$ cat src/rtl/fp_addsub_pipe_if.sv
// Operand/result bus for the pipelined floating-point adder/subtractor.
// Handshake: a beat moves on a channel when its VALID and READY are both high
// at a rising clock edge; the producer holds VALID and data until then.
interface fp_addsub_pipe_if #(
    parameter int EXP_W = 8,
    parameter int MAN_W = 23
);
    localparam int W = 1 + EXP_W + MAN_W;

    logic         IN_VALID;
    logic         IN_READY;
    logic [W-1:0] A;
    logic [W-1:0] B;
    logic         OP;
    logic         OUT_VALID;
    logic         OUT_READY;
    logic [W-1:0] OUT_RES;
    logic [3:0]   OUT_FLAGS;

    // Operand source / result sink side
    modport master (
        output IN_VALID, A, B, OP, OUT_READY,
        input  IN_READY, OUT_VALID, OUT_RES, OUT_FLAGS
    );

    // Adder side
    modport slave (
        input  IN_VALID, A, B, OP, OUT_READY,
        output IN_READY, OUT_VALID, OUT_RES, OUT_FLAGS
    );
endinterface

$ cat src/rtl/fp_addsub_pipe.sv
// Three-stage floating-point adder/subtractor: unpack/align, add/sub,
// normalise/round/pack. Subnormal inputs are flushed to signed zero and the
// result is rounded to nearest even. One global enable (advance) moves every
// stage at once, so a stalled output freezes the whole pipe.
module fp_addsub_pipe #(
    parameter int EXP_W = 8,
    parameter int MAN_W = 23
) (
    input  logic           CLK,
    input  logic           RST,
    fp_addsub_pipe_if.slave bus
);
    localparam int W    = 1 + EXP_W + MAN_W;
    localparam int MW   = MAN_W + 4;          // {1, frac, G, R, S}
    localparam int SW   = MAN_W + 5;          // aligned sum with carry
    localparam int EW   = EXP_W + 2;          // exponent with sign and headroom
    localparam int LZ_W = $clog2(MW + 1);
    localparam logic [EXP_W-1:0] EXP_MAX = '1;

    typedef enum logic [1:0] {
        SPC_NONE,
        SPC_NAN,
        SPC_INF,
        SPC_ZERO
    } spc_t;

    // Leading-zero count of the (non-carry) sum field
    function automatic logic [LZ_W-1:0] lzc(input logic [MW-1:0] v);
        logic [LZ_W-1:0] n;
        logic            found;
        n     = '0;
        found = 1'b0;
        for (int i = MW - 1; i >= 0; i--) begin
            if (!found && !v[i]) n = n + LZ_W'(1);
            else                 found = 1'b1;
        end
        return n;
    endfunction

    logic advance;

    logic             out_valid_q;
    logic [W-1:0]     out_res_q;
    logic [3:0]       out_flags_q;

    assign advance       = !out_valid_q || bus.OUT_READY;
    assign bus.IN_READY  = advance;
    assign bus.OUT_VALID = out_valid_q;
    assign bus.OUT_RES   = out_res_q;
    assign bus.OUT_FLAGS = out_flags_q;

    // ---------------------------------------------------------------- stage 1
    logic             a_sign, b_sign;
    logic [EXP_W-1:0] a_exp, b_exp;
    logic [MAN_W-1:0] a_frac, b_frac;
    logic             a_zero, b_zero, a_inf, b_inf, a_nan, b_nan;
    logic             a_ge_b;

    assign a_sign = bus.A[W-1];
    assign a_exp  = bus.A[W-2:MAN_W];
    assign a_frac = bus.A[MAN_W-1:0];
    assign b_sign = bus.B[W-1] ^ bus.OP;
    assign b_exp  = bus.B[W-2:MAN_W];
    assign b_frac = bus.B[MAN_W-1:0];

    assign a_zero = (a_exp == '0);
    assign b_zero = (b_exp == '0);
    assign a_inf  = (a_exp == EXP_MAX) && (a_frac == '0);
    assign b_inf  = (b_exp == EXP_MAX) && (b_frac == '0);
    assign a_nan  = (a_exp == EXP_MAX) && (a_frac != '0);
    assign b_nan  = (b_exp == EXP_MAX) && (b_frac != '0);
    assign a_ge_b = ({a_exp, a_frac} >= {b_exp, b_frac});

    logic             l_sign, s_sign, l_zero, s_zero;
    logic [EXP_W-1:0] l_exp, s_exp, diff;
    logic [MAN_W-1:0] l_frac, s_frac;
    logic [MW-1:0]    l_man, s_man_raw, s_shifted, s_lost, s_man;
    spc_t             spc;
    logic             spc_sign;

    // Swap so L is the larger magnitude, then align S with a sticky bit
    always_comb begin
        l_sign = a_sign; l_exp = a_exp; l_frac = a_frac; l_zero = a_zero;
        s_sign = b_sign; s_exp = b_exp; s_frac = b_frac; s_zero = b_zero;
        if (!a_ge_b) begin
            l_sign = b_sign; l_exp = b_exp; l_frac = b_frac; l_zero = b_zero;
            s_sign = a_sign; s_exp = a_exp; s_frac = a_frac; s_zero = a_zero;
        end
        l_man     = l_zero ? '0 : {1'b1, l_frac, 3'b000};
        s_man_raw = s_zero ? '0 : {1'b1, s_frac, 3'b000};
        diff      = l_exp - s_exp;
        s_shifted = s_man_raw >> diff;
        s_lost    = s_man_raw & ~({MW{1'b1}} << diff);
        if ({2'b00, diff} >= EW'(MAN_W + 3))
            s_man = {{(MW-1){1'b0}}, |s_man_raw};
        else
            s_man = {s_shifted[MW-1:1], s_shifted[0] | (|s_lost)};
    end

    // Special-value classification, highest priority first
    always_comb begin
        spc      = SPC_NONE;
        spc_sign = 1'b0;
        if (a_nan || b_nan || (a_inf && b_inf && (a_sign != b_sign))) begin
            spc = SPC_NAN;
        end else if (a_inf || b_inf) begin
            spc      = SPC_INF;
            spc_sign = a_inf ? a_sign : b_sign;
        end else if (a_zero && b_zero) begin
            spc      = SPC_ZERO;
            spc_sign = a_sign & b_sign;
        end
    end

    logic             s1_valid, s1_sign, s1_sub, s1_spc_sign;
    logic [EXP_W-1:0] s1_exp;
    logic [MW-1:0]    s1_man_l, s1_man_s;
    spc_t             s1_spc;

    // Stage 1 register: aligned operands and special-case class
    always_ff @(posedge CLK or posedge RST) begin
        if (RST) begin
            s1_valid    <= 1'b0;
            s1_sign     <= 1'b0;
            s1_sub      <= 1'b0;
            s1_spc_sign <= 1'b0;
            s1_exp      <= '0;
            s1_man_l    <= '0;
            s1_man_s    <= '0;
            s1_spc      <= SPC_NONE;
        end else if (advance) begin
            s1_valid    <= bus.IN_VALID;
            s1_sign     <= l_sign;
            s1_sub      <= l_sign ^ s_sign;
            s1_spc_sign <= spc_sign;
            s1_exp      <= l_exp;
            s1_man_l    <= l_man;
            s1_man_s    <= s_man;
            s1_spc      <= spc;
        end
    end

    // ---------------------------------------------------------------- stage 2
    logic             s2_valid, s2_sign, s2_spc_sign;
    logic [EXP_W-1:0] s2_exp;
    logic [SW-1:0]    s2_sum;
    spc_t             s2_spc;

    // Stage 2 register: magnitude sum/difference (L >= S so never negative)
    always_ff @(posedge CLK or posedge RST) begin
        if (RST) begin
            s2_valid    <= 1'b0;
            s2_sign     <= 1'b0;
            s2_spc_sign <= 1'b0;
            s2_exp      <= '0;
            s2_sum      <= '0;
            s2_spc      <= SPC_NONE;
        end else if (advance) begin
            s2_valid    <= s1_valid;
            s2_sign     <= s1_sign;
            s2_spc_sign <= s1_spc_sign;
            s2_exp      <= s1_exp;
            s2_sum      <= s1_sub ? ({1'b0, s1_man_l} - {1'b0, s1_man_s})
                                  : ({1'b0, s1_man_l} + {1'b0, s1_man_s});
            s2_spc      <= s1_spc;
        end
    end

    // ---------------------------------------------------------------- stage 3
    logic [LZ_W-1:0]  lz;
    logic [MW-1:0]    m_norm;
    logic [EW-1:0]    e_norm, e_rnd;
    logic             inexact, rnd_up;
    logic [MAN_W+1:0] mant_r;
    logic [MAN_W-1:0] frac_r;
    logic             uf, of;
    logic [W-1:0]     res;
    logic [3:0]       flags;

    // Normalise, round to nearest even, then resolve specials and range
    always_comb begin
        lz = lzc(s2_sum[MW-1:0]);
        if (s2_sum[SW-1]) begin
            m_norm = {s2_sum[SW-1:2], s2_sum[1] | s2_sum[0]};
            e_norm = {2'b00, s2_exp} + EW'(1);
        end else begin
            m_norm = s2_sum[MW-1:0] << lz;
            e_norm = {2'b00, s2_exp} - EW'(lz);
        end

        inexact = m_norm[2] | m_norm[1] | m_norm[0];
        rnd_up  = m_norm[2] & (m_norm[1] | m_norm[0] | m_norm[3]);
        mant_r  = {1'b0, m_norm[MW-1:3]} + {{(MAN_W+1){1'b0}}, rnd_up};
        if (mant_r[MAN_W+1]) begin
            frac_r = mant_r[MAN_W:1];
            e_rnd  = e_norm + EW'(1);
        end else begin
            frac_r = mant_r[MAN_W-1:0];
            e_rnd  = e_norm;
        end

        of = !e_rnd[EW-1] && (e_rnd[EW-2:0] >= {1'b0, EXP_MAX});
        uf = e_norm[EW-1] || (e_norm == '0);

        res   = '0;
        flags = 4'b0000;
        case (s2_spc)
            SPC_NAN: begin
                res   = {1'b0, EXP_MAX, 1'b1, {(MAN_W-1){1'b0}}};
                flags = 4'b1000;
            end
            SPC_INF:  res = {s2_spc_sign, EXP_MAX, {MAN_W{1'b0}}};
            SPC_ZERO: res = {s2_spc_sign, {(W-1){1'b0}}};
            default: begin
                if (s2_sum == '0) begin
                    res = '0;
                end else if (of) begin
                    res   = {s2_sign, EXP_MAX, {MAN_W{1'b0}}};
                    flags = 4'b0101;
                end else if (uf) begin
                    res   = {s2_sign, {(W-1){1'b0}}};
                    flags = 4'b0011;
                end else begin
                    res   = {s2_sign, e_rnd[EXP_W-1:0], frac_r};
                    flags = {3'b000, inexact};
                end
            end
        endcase
    end

    // Output register: holds result and flags while downstream stalls
    always_ff @(posedge CLK or posedge RST) begin
        if (RST) begin
            out_valid_q <= 1'b0;
            out_res_q   <= '0;
            out_flags_q <= '0;
        end else if (advance) begin
            out_valid_q <= s2_valid;
            out_res_q   <= res;
            out_flags_q <= flags;
        end
    end
endmodule

$ cat src/flat_wrapper.sv
// flat-port wrapper written by rule: the top's interface ports become plain ports
module fp_addsub_pipe_flat 
#(
    parameter int EXP_W = 8,
    parameter int MAN_W = 23
)
  (CLK, RST, bus_IN_VALID, bus_A, bus_B, bus_OP, bus_OUT_READY, bus_IN_READY, bus_OUT_VALID, bus_OUT_RES, bus_OUT_FLAGS);
  fp_addsub_pipe_if #(.EXP_W(EXP_W), .MAN_W(MAN_W)) bus_i ();
  input  logic CLK;
  input  logic RST;
  input wire logic [$bits(bus_i.IN_VALID)-1:0] bus_IN_VALID;
  input wire logic [$bits(bus_i.A)-1:0] bus_A;
  input wire logic [$bits(bus_i.B)-1:0] bus_B;
  input wire logic [$bits(bus_i.OP)-1:0] bus_OP;
  input wire logic [$bits(bus_i.OUT_READY)-1:0] bus_OUT_READY;
  output wire logic [$bits(bus_i.IN_READY)-1:0] bus_IN_READY;
  output wire logic [$bits(bus_i.OUT_VALID)-1:0] bus_OUT_VALID;
  output wire logic [$bits(bus_i.OUT_RES)-1:0] bus_OUT_RES;
  output wire logic [$bits(bus_i.OUT_FLAGS)-1:0] bus_OUT_FLAGS;
  assign bus_i.IN_VALID = bus_IN_VALID;
  assign bus_i.A = bus_A;
  assign bus_i.B = bus_B;
  assign bus_i.OP = bus_OP;
  assign bus_i.OUT_READY = bus_OUT_READY;
  assign bus_IN_READY = bus_i.IN_READY;
  assign bus_OUT_VALID = bus_i.OUT_VALID;
  assign bus_OUT_RES = bus_i.OUT_RES;
  assign bus_OUT_FLAGS = bus_i.OUT_FLAGS;
  fp_addsub_pipe #(.EXP_W(EXP_W), .MAN_W(MAN_W)) u_core (.CLK(CLK), .RST(RST), .bus(bus_i));
endmodule
$ cat config.mk
export PLATFORM = sky130hd
export DESIGN_NAME = fp_addsub_pipe_flat
export DESIGN_NICKNAME = d
export VERILOG_FILES = /design/src/rtl/fp_addsub_pipe_if.sv /design/src/rtl/fp_addsub_pipe.sv /design/src/flat_wrapper.sv
export SDC_FILE = /design/constraint.sdc
export NUM_CORES = 1
export LEC_CHECK = 0
export ABC_CLOCK_PERIOD_IN_PS = 21700
export CAP_MARGIN = 20
export CORE_MARGIN = 2
export CORE_UTILIZATION = 58
export DETAILED_ROUTE_END_ITERATION = 8
export PLACE_DENSITY = 0.75
export RECOVER_POWER = 50
export SLEW_MARGIN = 10
export SYNTH_ARGS = -nofsm -noshare
export SYNTH_HDL_FRONTEND = slang
export SYNTH_SLANG_ARGS = --single-unit
$ cat constraint.sdc
create_clock -name CLK -period 21.7 [get_ports CLK]
set_input_delay 4.34 -clock CLK [delete_from_list [all_inputs] [get_ports CLK]]
set_output_delay 4.34 -clock CLK [all_outputs]
set_load 0.005 [all_outputs]
==> run summary <==
The run finished, with violations left. The final reports fail on capacitance limit, slew limit. The DRC violation count after routing is 0. The combinational fraction of design power came out at 69.2%.

The setup clock skew after layout is 0.0238 ns. The combined buffer and inverter count along the critical path came out at 5. Dividing the synthesized area by the synthesized cell count gives 7.32 µm². The tightest min-delay check is of the reg -> reg type. The die covers 29700 µm². The net switching power came out at 0.00140 W.

At the end of the flow, the number of nets in the layout was 2442. The number of nets in the synthesized netlist is 2415. TritonCTS built the clock tree. The routed via count is 17400. The total routing resource utilization after global routing is 37.6%.

For the worst setup path, the data required time is 22.03 ns. The fraction of final layout cells sized beyond drive strength 1 is 6.25%. The synthesized design devotes to its leading area cell type 21.7% of total area.

The number of cells on the worst reg-to-reg path is 98. For the pin with the worst max-slew slack, the measured transition is 2.75 ns. The via density per instance is 6.53. The initial core utilization is 59.1%.

The kind of critical path is reg -> reg. The total number of cells along the worst setup path came out at 98. The startpoint class of the critical path is a flop. The number of synthesized flops with an enable pin came out at 0. Summing the sequential cell areas from Yosys gives 21.7% of the chip area. The final critical path time including I/O delays and setup is 20.40 ns. Cells fill 65.9% of the core in the end.

The number of violations reported at the end of detailed-routing iteration 0 came out at 2035. The share of flip-flops with an asynchronous set or reset came out at 100%. The number of cells on the worst hold path came out at 2. The count of antenna-violating nets left after detailed routing came out at 0. Wires add up to 55300 µm. After detailed routing, the average wire length per cell comes to 20.8 µm. The final count of hold timing violations is 0. The most used flip-flop cell after synthesis is dfrtp_1. After synthesis, the most frequently instantiated cells are 286 x nand2_1, 267 x nor2_1, 192 x o21ai_0, 161 x a21oi_1, 143 x dfrtp_1. The distinct cell type count after synthesis came out at 104. The via count of the first global-routing pass was 16400. The number of H-tree branching levels came out at 4.

The post-synthesis adder-cell area fraction is 7.88%. The total iterations of the first detailed-routing run came out at 6. In this run the tightest slew margin relative to its limit is -84.1%. The multiplexer fraction of the synthesized cell area is 7.28%.

The number of antenna repair diodes came out at 0. The data arrival time of the critical path came out at 20.74 ns. The wire length on met2 is 26000 µm. The most repeated cell in the gate-level netlist after synthesis is nand2_1. STA classifies the critical path endpoint as a flop. For this run, the number of Yosys warnings is 0. The internal portion of total power is 0.00124 W. The XOR/XNOR share of the synthesized area came out at 8.09%.

The overall overflow remaining after global route came out at 0. Summed over all cells, the static leakage comes to 8.00 nW. Sequential cells burn 19.5% of the power. The longest clock path from root to sink contains 2 buffers. The clock-pin slew on the worst setup and hold paths came out at 0.08 ns.

The ratio of total power to cell area is 144 nW/µm². Routed signal wires occupy layers up through met4. The top-level port count is 107. The number of antenna violations at the first check in global routing is 0.

The floorplan has 61 rows. The number of pins exceeding their max-slew limit in the final report is 148. Sorting the synthesized cells by area gives the leading types as dfrtp_1 22%, ha_1 7.5%, nand2_1 6.5%. In this run switching power makes up 52.9% of total power. The sum of net half-perimeters after detailed placement is 42800 µm. The number of max-cap violations is 3.

Broken down by cell family, the worst path's largest delay share belongs to adder cells. The sum of met3 wire segment lengths after detailed routing is 3740 µm. Setup violations remaining at the end of the flow were counted as 0. Clock tree synthesis inserted a total of 17 buffers.

The cell type contributing the most total cell area after synthesis is dfrtp_1. By instance count, the cell type seen most on the critical path is ha_1. The maximum number of pins on one net before global-route repair came out at 91.

The core box area came out at 27900 µm². The floorplan die width came out at 172 µm. The die height came out at 172 µm. By area, the combinational part of the netlist is dominated by simple AND/OR/NAND/NOR gates.

The area fraction in and, or, nand and nor cells after synthesis is 25.2%. The share of the cycle needed by the critical path after routing came out at 94.0%. In this design, the stage delay of the slowest critical-path cell is 0.51 ns. The area of the mapped netlist came out at 16500 µm². The clock latency at the later pin of the worst-skew pair came out at 0.45 ns. Summing internal, switching and leakage power gives 0.00264 W. The total routed wire length on the met1 layer came out at 22200 µm. The flip-flop and latch count after synthesis came out at 143. Summing the areas of all compound-gate instances in the mapped netlist gives 24.3% of the synthesized area.

The worst ir drop on vdd is 0.0698 mV. The clock group share of total power came out at 11.3%. The hold slack is 0.465 ns. The slowest cell on the critical path is dfrtp_1. The signed area change from the synthesized netlist to the final layout is 11.6%. For this design, the sink count on the clock tree is 143. Static timing analysis puts the maximum clock frequency at 49.0 MHz. The first global-routing pass estimated 87700 µm of wire. In this run the clock root is driven by a clkbuf_16.

Port buffering added 106 buffers. The final weighted congestion of routability-driven global placement is 1.05. The worst-path maximum fanout came out at 35.

The post-synthesis instance total came out at 2247.
power by group through the flow:
stage	logic (W)	registers, W	clock network, W
6_report	0.00183	0.000517	0.000298
5_1_grt	0.00201	0.000523	0.000312
3_3_place_gp	0.00175	0.000513	0
4_1_cts	0.00179	0.000508	0.000299
3_5_place_dp	0.00178	0.000512	0
2_1_floorplan	0.00136	0.000413	0
tightest hold or removal path, stage by stage, from the launching register on:
cell     delay [ns]
dfrtp_1        0.34
nand2_1        0.05
nand2_1        0.05
state kept, by name, summed over array words and instances, names as in the netlist:
name	flops
u_core.s2_spc	2
u_core.s1_man_l	24
u_core.s1_spc	2
u_core.s2_valid	1
u_core.s2_exp	8
u_core.s1_sign	1
u_core.s1_valid	1
u_core.bus.OUT_RES	32
u_core.s1_sub	1
u_core.bus.OUT_VALID	1
u_core.s2_sign	1
u_core.s1_exp	8
u_core.s2_spc_sign	1
u_core.s1_spc_sign	1
u_core.s2_sum	28
u_core.s1_man_s	27
u_core.bus.OUT_FLAGS	4
path summary, 6_finish.rpt:
check | slack (ns) | start | endpoint
setup / recovery | 1.30 | u_core.s2_sum[26] | u_core.bus.OUT_RES[22]
hold / removal | 0.46 | u_core.bus.OUT_FLAGS[3] | u_core.bus.OUT_FLAGS[3]
setup reg to reg | 1.30 | u_core.s2_sum[26] | u_core.bus.OUT_RES[22]
hold reg to reg | 0.46 | u_core.bus.OUT_FLAGS[3] | u_core.bus.OUT_FLAGS[3]
max in group asynchronous | 12.09 | RST | u_core.bus.OUT_RES[10]
min in group asynchronous | 5.14 | RST | u_core.bus.OUT_VALID
logic make-up (layout without fill, tap and decap cells):
group | count (synthesis) | after routing
AND/OR/NAND/NOR | 888 | 888
AO/OA/AOI/OAI | 635 | 635
buffers and inverters | 233 | 273
flip-flops | 143 | 143
XOR/XNOR | 135 | 135
multiplexers | 109 | 109
adder cells (fa/ha/maj) | 104 | 104
layer usage:
layer	track usage, %	up-vias
li1	-	8162
met1	46.8	8174
met2	63.4	846
met3	4.17	217
met4	21.5	0
met5	0	-
cell usage in the layout (no fill, tap or decap), drive strengths merged, types with 16 or more instances in the layout:
cell type / n
mux2: 22
nand3: 80
o21ai: 206
a21oi: 162
clkbuf: 21
xor2: 45
a21o: 19
buf: 28
or3: 19
mux2i: 81
o31ai: 18
xnor2: 81
nand2: 287
a31oi: 32
nor2: 268
inv: 106
dfrtp: 143
nand2b: 21
nor2b: 22
ha: 98
o211ai: 20
and3: 18
o21a: 27
clkdlybuf4s50: 68
nor3: 49
dlygate4sd3: 38
nor4: 34
and2: 16
nand4: 20
through the flow:
| stage | setup WS [ns] | std cells | instance area [µm²] | TNS [ns] |
|---|---|---|---|---|
| 6_report | 1.30 | 2665 | 18400 | 0 |
| 2_1_floorplan | 2.69 | 2247 | 16500 | 0 |
| 5_1_grt | -0.0276 | 2665 | 18400 | -0.0276 |
| 3_3_place_gp | 1.47 | 2624 | 17700 | 0 |
| 4_1_cts | 0.717 | 2656 | 18300 | 0 |
| 3_5_place_dp | 0.777 | 2624 | 17700 | 0 |
area by class of cell:
cell class	instances	area (µm²)
clock inverters	15	188
well taps	378	473
fillers	2464	9490
inverters	103	390
clock buffers	17	425
flip-flops and latches	143	3580
multi-input cells	1871	12000
repair buffers	138	1290
repair_timing:
| item | in CTS | in global routing |
|---|---|---|
| hold buffers | 0 | 0 |
| gates resized for setup | 0 | 13 |
| setup buffers | 0 | 6 |
| setup endpoints to repair | 0 | 34 |
No activity file was read; power rests on OpenSTA's default activity.
